$ cat src/rtl/rf_wb_arbiter_if.sv
// Write-back port bundle: two producer request channels, the register-file
// write port, and operand-address pending lookups.
interface rf_wb_arbiter_if #(
  parameter int DATA_WIDTH = 32,
  parameter int ADDR_WIDTH = 5,
  parameter int CNT_WIDTH  = 16
);
  logic                  alu_valid;
  logic                  alu_ready;
  logic [ADDR_WIDTH-1:0] alu_rd_address;
  logic [DATA_WIDTH-1:0] alu_rd_data;
  logic                  mem_valid;
  logic                  mem_ready;
  logic [ADDR_WIDTH-1:0] mem_rd_address;
  logic [DATA_WIDTH-1:0] mem_rd_data;
  logic                  rfwr_enable;
  logic [ADDR_WIDTH-1:0] rd_address;
  logic [DATA_WIDTH-1:0] rd_data;
  logic [ADDR_WIDTH-1:0] rs1_address;
  logic [ADDR_WIDTH-1:0] rs2_address;
  logic                  rs1_pending;
  logic                  rs2_pending;
  logic [CNT_WIDTH-1:0]  conflict_count;

  modport master (
    output alu_valid, alu_rd_address, alu_rd_data,
    output mem_valid, mem_rd_address, mem_rd_data,
    output rs1_address, rs2_address,
    input  alu_ready, mem_ready, rfwr_enable, rd_address, rd_data,
    input  rs1_pending, rs2_pending, conflict_count
  );

  modport slave (
    input  alu_valid, alu_rd_address, alu_rd_data,
    input  mem_valid, mem_rd_address, mem_rd_data,
    input  rs1_address, rs2_address,
    output alu_ready, mem_ready, rfwr_enable, rd_address, rd_data,
    output rs1_pending, rs2_pending, conflict_count
  );
endinterface

$ cat src/rtl/rf_wb_arbiter.sv
// Oldest-first arbiter of ALU/MEM writes onto one register-file port; one-cycle latency.
// Backpressure: a producer's ready drops only while its buffered write loses arbitration.
module rf_wb_arbiter #(
  parameter int DATA_WIDTH = 32,
  parameter int ADDR_WIDTH = 5,
  parameter int CNT_WIDTH  = 16
) (
  input  logic             clock,
  input  logic             reset_n,
  rf_wb_arbiter_if.slave   wb
);

  typedef enum logic {GRANT_ALU = 1'b0, GRANT_MEM = 1'b1} grant_e;

  typedef struct packed {
    logic                  vld;
    logic                  seq;
    logic [ADDR_WIDTH-1:0] addr;
    logic [DATA_WIDTH-1:0] dat;
  } buf_t;

  buf_t                 alu_buf_q, alu_buf_d;
  buf_t                 mem_buf_q, mem_buf_d;
  logic                 seq_q, seq_d;
  grant_e               last_grant_q, last_grant_d;
  logic [CNT_WIDTH-1:0] conflict_q, conflict_d;

  logic grant_alu, grant_mem, alu_older, alu_acc, mem_acc;

  // Live entries are never more than one accepting edge apart, so one bit of
  // sequence suffices: the older entry is the one whose tag equals seq_q.
  always_comb begin
    alu_older = 1'b0;
    if (alu_buf_q.seq != mem_buf_q.seq) begin
      alu_older = (alu_buf_q.seq == seq_q);
    end else begin
      alu_older = (last_grant_q == GRANT_MEM);
    end
    grant_alu = alu_buf_q.vld && (!mem_buf_q.vld || alu_older);
    grant_mem = mem_buf_q.vld && !grant_alu;
  end

  assign wb.alu_ready = !alu_buf_q.vld || grant_alu;
  assign wb.mem_ready = !mem_buf_q.vld || grant_mem;

  // x0 requests complete the handshake but never occupy a buffer.
  assign alu_acc = wb.alu_valid && wb.alu_ready && (wb.alu_rd_address != '0);
  assign mem_acc = wb.mem_valid && wb.mem_ready && (wb.mem_rd_address != '0);

  always_comb begin
    alu_buf_d    = alu_buf_q;
    mem_buf_d    = mem_buf_q;
    seq_d        = seq_q ^ (alu_acc || mem_acc);
    last_grant_d = last_grant_q;
    conflict_d   = conflict_q;

    if (grant_alu) begin
      alu_buf_d.vld = 1'b0;
      last_grant_d  = GRANT_ALU;
    end
    if (grant_mem) begin
      mem_buf_d.vld = 1'b0;
      last_grant_d  = GRANT_MEM;
    end
    if (alu_acc) begin
      alu_buf_d.vld  = 1'b1;
      alu_buf_d.seq  = seq_q;
      alu_buf_d.addr = wb.alu_rd_address;
      alu_buf_d.dat  = wb.alu_rd_data;
    end
    if (mem_acc) begin
      mem_buf_d.vld  = 1'b1;
      mem_buf_d.seq  = seq_q;
      mem_buf_d.addr = wb.mem_rd_address;
      mem_buf_d.dat  = wb.mem_rd_data;
    end
    if (alu_buf_q.vld && mem_buf_q.vld && (conflict_q != '1)) begin
      conflict_d = conflict_q + CNT_WIDTH'(1);
    end
  end

  always_ff @(posedge clock or negedge reset_n) begin
    if (!reset_n) begin
      alu_buf_q    <= '0;
      mem_buf_q    <= '0;
      seq_q        <= 1'b0;
      last_grant_q <= GRANT_MEM;
      conflict_q   <= '0;
    end else begin
      alu_buf_q    <= alu_buf_d;
      mem_buf_q    <= mem_buf_d;
      seq_q        <= seq_d;
      last_grant_q <= last_grant_d;
      conflict_q   <= conflict_d;
    end
  end

  always_comb begin
    wb.rfwr_enable = grant_alu || grant_mem;
    wb.rd_address  = '0;
    wb.rd_data     = '0;
    if (grant_alu) begin
      wb.rd_address = alu_buf_q.addr;
      wb.rd_data    = alu_buf_q.dat;
    end else if (grant_mem) begin
      wb.rd_address = mem_buf_q.addr;
      wb.rd_data    = mem_buf_q.dat;
    end
  end

  assign wb.rs1_pending = (wb.rs1_address != '0) &&
                          ((alu_buf_q.vld && (alu_buf_q.addr == wb.rs1_address)) ||
                           (mem_buf_q.vld && (mem_buf_q.addr == wb.rs1_address)));
  assign wb.rs2_pending = (wb.rs2_address != '0) &&
                          ((alu_buf_q.vld && (alu_buf_q.addr == wb.rs2_address)) ||
                           (mem_buf_q.vld && (mem_buf_q.addr == wb.rs2_address)));

  assign wb.conflict_count = conflict_q;

endmodule

$ cat src/flat_wrapper.sv
// flat-port wrapper written by rule: the top's interface ports become plain ports
module rf_wb_arbiter_flat 
#(
  parameter int DATA_WIDTH = 32,
  parameter int ADDR_WIDTH = 5,
  parameter int CNT_WIDTH  = 16
)
  (clock, reset_n, wb_alu_valid, wb_alu_rd_address, wb_alu_rd_data, wb_mem_valid, wb_mem_rd_address, wb_mem_rd_data, wb_rs1_address, wb_rs2_address, wb_alu_ready, wb_mem_ready, wb_rfwr_enable, wb_rd_address, wb_rd_data, wb_rs1_pending, wb_rs2_pending, wb_conflict_count);
  rf_wb_arbiter_if #(.DATA_WIDTH(DATA_WIDTH), .ADDR_WIDTH(ADDR_WIDTH), .CNT_WIDTH(CNT_WIDTH)) wb_i ();
  input  logic clock;
  input  logic reset_n;
  input wire logic [$bits(wb_i.alu_valid)-1:0] wb_alu_valid;
  input wire logic [$bits(wb_i.alu_rd_address)-1:0] wb_alu_rd_address;
  input wire logic [$bits(wb_i.alu_rd_data)-1:0] wb_alu_rd_data;
  input wire logic [$bits(wb_i.mem_valid)-1:0] wb_mem_valid;
  input wire logic [$bits(wb_i.mem_rd_address)-1:0] wb_mem_rd_address;
  input wire logic [$bits(wb_i.mem_rd_data)-1:0] wb_mem_rd_data;
  input wire logic [$bits(wb_i.rs1_address)-1:0] wb_rs1_address;
  input wire logic [$bits(wb_i.rs2_address)-1:0] wb_rs2_address;
  output wire logic [$bits(wb_i.alu_ready)-1:0] wb_alu_ready;
  output wire logic [$bits(wb_i.mem_ready)-1:0] wb_mem_ready;
  output wire logic [$bits(wb_i.rfwr_enable)-1:0] wb_rfwr_enable;
  output wire logic [$bits(wb_i.rd_address)-1:0] wb_rd_address;
  output wire logic [$bits(wb_i.rd_data)-1:0] wb_rd_data;
  output wire logic [$bits(wb_i.rs1_pending)-1:0] wb_rs1_pending;
  output wire logic [$bits(wb_i.rs2_pending)-1:0] wb_rs2_pending;
  output wire logic [$bits(wb_i.conflict_count)-1:0] wb_conflict_count;
  assign wb_i.alu_valid = wb_alu_valid;
  assign wb_i.alu_rd_address = wb_alu_rd_address;
  assign wb_i.alu_rd_data = wb_alu_rd_data;
  assign wb_i.mem_valid = wb_mem_valid;
  assign wb_i.mem_rd_address = wb_mem_rd_address;
  assign wb_i.mem_rd_data = wb_mem_rd_data;
  assign wb_i.rs1_address = wb_rs1_address;
  assign wb_i.rs2_address = wb_rs2_address;
  assign wb_alu_ready = wb_i.alu_ready;
  assign wb_mem_ready = wb_i.mem_ready;
  assign wb_rfwr_enable = wb_i.rfwr_enable;
  assign wb_rd_address = wb_i.rd_address;
  assign wb_rd_data = wb_i.rd_data;
  assign wb_rs1_pending = wb_i.rs1_pending;
  assign wb_rs2_pending = wb_i.rs2_pending;
  assign wb_conflict_count = wb_i.conflict_count;
  rf_wb_arbiter #(.DATA_WIDTH(DATA_WIDTH), .ADDR_WIDTH(ADDR_WIDTH), .CNT_WIDTH(CNT_WIDTH)) u_core (.clock(clock), .reset_n(reset_n), .wb(wb_i));
endmodule
$ cat config.mk
export PLATFORM = sky130hd
export DESIGN_NAME = rf_wb_arbiter_flat
export DESIGN_NICKNAME = d
export VERILOG_FILES = /design/src/rtl/rf_wb_arbiter_if.sv /design/src/rtl/rf_wb_arbiter.sv /design/src/flat_wrapper.sv
export SDC_FILE = /design/constraint.sdc
export NUM_CORES = 1
export LEC_CHECK = 0
export ABC_AREA = 1
export BUFFER_PORTS_ARGS = -buffer_cell sky130_fd_sc_hd__buf_2
export CORE_MARGIN = 2
export CORE_UTILIZATION = 56
export CTS_CLUSTER_SIZE = 20
export DETAILED_ROUTE_END_ITERATION = 8
export PLACE_DENSITY = 0.86
export SYNTH_ARGS = -nofsm -noshare
export SYNTH_HDL_FRONTEND = slang
export SYNTH_SLANG_ARGS = --single-unit
export TNS_END_PERCENT = 100
$ cat constraint.sdc
create_clock -name clock -period 3 [get_ports clock]
set_input_delay 0.15 -clock clock [delete_from_list [all_inputs] [get_ports clock]]
set_output_delay 0.15 -clock clock [all_outputs]
set_load 0.005 [all_outputs]
==> impl_metrics.ini <==
[worst_setup_path]
cp.required_ns = 2.85
path_class = reg2out
cp.arrival_ns = 2.61
critPathBufInv = 2
r2r_start = u_core.alu_buf_q[37]
crit_path_end_kind = output port
rr_endpoint = u_core.mem_buf_q[4]
cp_max_fo = 37
reg2reg_slack_ns = 0.66
start_kind = flip-flop
reg2regPathDepth = 8
path_delay_family = simple AND/OR/NAND/NOR gates
cpPeakStageDelay_ns = 0.52
cp_common_cell = nand2_1
crit_chain = inv_1 -> nand2_1 -> nor2_1 -> nor2_4 -> nand2_4 -> nand2_2 -> nand2_1 -> o22ai_1 -> buf_2
cp_slowest_cell = nand2_2

[power]
p_leak_nw = 3.324
power_density_nw_per_um2 = 943.2
ir_drop_v = 0.0004838
p_total_mw = 5.540

[route]
wl_mm = 11.75
drcViolationCount = 0
antenna_left = 0
avgRoutedWirePerCell_um = 13.39
drt_pass1_iterations = 7
first_iter_violations = 268
vias = 4607
via_per_inst = 5.253

[clock_tree]
cts_resized = 0
clkSinkCount = 96
htreeDepth = 3
clk-insertion-delay-late_ns = 0.35
numCtsBuffers = 9
post_cts_buffers = 0
clkTransAtPathRegs_ns = 0.10
root_buffer = clkbuf_8
cts_tree = built
cts_buffer_depth = 2

[floorplanning]
coreArea_um2 = 8593
io_pins = 146
placementRows = 34
start_util = 0.5705
die_area_um2 = 9518
die_w_um = 97.56
die_y_um = 97.56

[sta]
fin_crit_sh = 0.9207
final_max_slew_viol_count = 0
fmax_ghz = 0.3620
fin_skew_ns = 0.01127
hold_slack_ns = 0.03204
tns_ns = 0
final-hold-violation-count = 0
period_minus_slack_ns = 2.762
tightest_slew_ns = 0.9214
setup_viol = 0
rsz0062_at_grt = no
relSlewSlack = 0.3857

[synthesis]
ys_ff_latch = 96
syn_area_um2 = 4902
syn-num-nets = 722
synthCells = 633
yosys_warnings = 0
seq_area_frac_synth = 0.4903
syn_area_per_cell_um2 = 7.744
ys_types = 32

[global_route]
grt_use_met3 = 0.03741
grt.busiest_layer = met2
grt_max_degree = 79
grt_pass1_vias = 4414
met1_usage = 0.3305
grt_usage = 0.2459
grt_util_met2 = 0.4249
grt_pass1_wl_mm = 19.53
antenna_found_initial = 0
grt-ovfl-total = 0

[placement]
post-dp-hpwl_mm = 8.438
numPortBuffers = 145
gp_congestion = 0.8631

[min_path]
hold_path_class = in2reg
whs_endpoint = u_core.alu_buf_q[8]
min_from = wb_alu_rd_data[8]
hold_depth = 3

[finish]
drive_gt1_frac = 0.2276
fill_cells = 741
area_delta_synth_final_pct = 19.83
n_antenna_cell = 0
nets = 853

[outcome]
status = finished, final reports clean

[job]
maxCapViolCount = 0
-- where the power goes --
part,switching (mW),internal [mW],leakage [nW],total (mW)
registers,0.414,1.81,1.19,2.22
logic,1.48,0.920,2.02,2.40
clock network,0.451,0.471,0.110,0.923
-- layer usage --
layer | wire (um) | vias to the layer above
li1 | - | 2275
met1 | 5070 | 2149
met2 | 5921 | 172
met3 | 678 | 11
met4 | 77 | 0
met5 | 0 | -
-- flip-flops by register name, indices dropped and copies added (netlist names) --
name,count
u_core.alu_buf_q,39
u_core.mem_buf_q,39
u_core.wb.conflict_count,16
u_core.last_grant_q,1
u_core.seq_q,1
-- through the flow --
stage                     instance area, um^2  setup slack (ns)  cells    util
final                                    5874            0.2378    877  0.6836
after global placement                   5645            0.8056    860  0.6570
after global routing                     5874           0.02653    877  0.6836
after CTS                                5874            0.2648    877  0.6836
after floorplan                          4902             1.492    633       -
after detailed placement                 5645            0.6579    860  0.6570
-- worst max-delay path by stage --
| stage | start | end | slack (ns) | cells past startpoint |
|---|---|---|---|---|
| finish | u_core.alu_buf_q[37] | wb_rd_address[4] | 0.24 | 9 |
| global route | u_core.alu_buf_q[37] | wb_rd_address[1] | 0.03 | 9 |
| CTS | u_core.alu_buf_q[37] | wb_rd_address[4] | 0.26 | 9 |
| detailed placement | u_core.alu_buf_q[37] | wb_rd_address[4] | 0.66 | 9 |
| global placement | u_core.alu_buf_q[37] | wb_rd_address[0] | 0.81 | 9 |
| floorplan | u_core.wb.conflict_count[0] | u_core.wb.conflict_count[14] | 1.49 | 10 |
-- area by class of cell --
class	instances	area, um^2	share of cell area
flip-flops and latches	96	2404	0.4092
multi-input cells	403	1942	0.3306
repair buffers	151	788.3	0.1342
inverters	103	386.6	0.06581
well taps	108	135.1	0.02300
clock buffers	9	123.9	0.02109
clock inverters	7	95.09	0.01619
-- timing repair --
action / in CTS / in global routing
endpoints found under the setup margin: 0 / 0
endpoints found under the hold margin: 73 / 0
hold buffers: 1 / 0
-- layout by cell type, fill, tap and decap left out, types with 2 or more instances in the layout --
master and n:
nand2_1 155, dfrtp_1 95, nor2_1 23, a21oi_1 5, nand4_1 3, nand2_4 2
xor2_1 15, buf_4 5, o21ai_0 59, nand3b_1 2, clkinv_2 2, o22ai_1 10
o21ai_1 23, nand3_2 2, nand3_1 85, nor3_1 8, inv_1 103, xnor2_1 2
buf_2 144, bufinv_16 2, clkbuf_8 9
-- synth_stat cells, drive strengths merged --
library cell / instances / share of area
inv: 103 / 0.079
xor2: 15 / 0.027
buf: 16 / 0.023
ha: 1 / 0.0026
nor2: 24 / 0.020
xnor2: 2 / 0.0036
dfstp: 1 / 0.0054
nor4: 1 / 0.0013
nand3b: 2 / 0.0031
clkbuf: 15 / 0.012
nand2: 158 / 0.12
nor3: 8 / 0.0082
o21ai: 82 / 0.084
o211a: 1 / 0.0020
dfrtp: 95 / 0.48
nand4: 3 / 0.0038
a21oi: 5 / 0.0051
or2: 1 / 0.0013
o22ai: 10 / 0.013
a211oi: 1 / 0.0015
a21boi: 1 / 0.0015
nand3: 88 / 0.094
-- tightest hold or removal path: stages --
cell and delay (ns):
buf_2 0.09, inv_1 0.03, o21ai_0 0.07
-- kinds of logic (layout without fill, tap and decap cells) --
| logic type | count (synthesis) | after routing | synth area share |
|---|---|---|---|
| and+or+nand+nor | 285 | 285 | 0.2565 |
| buffers and inverters | 134 | 270 | 0.1136 |
| AOI/OAI and AO/OA | 100 | 100 | 0.1067 |
| DFF | 96 | 96 | 0.4903 |
| xor gates and xnor gates | 17 | 17 | 0.03037 |
| adders and majority gates | 1 | 1 | 0.002552 |
Note: power is estimated with default switching activity, not from simulation.
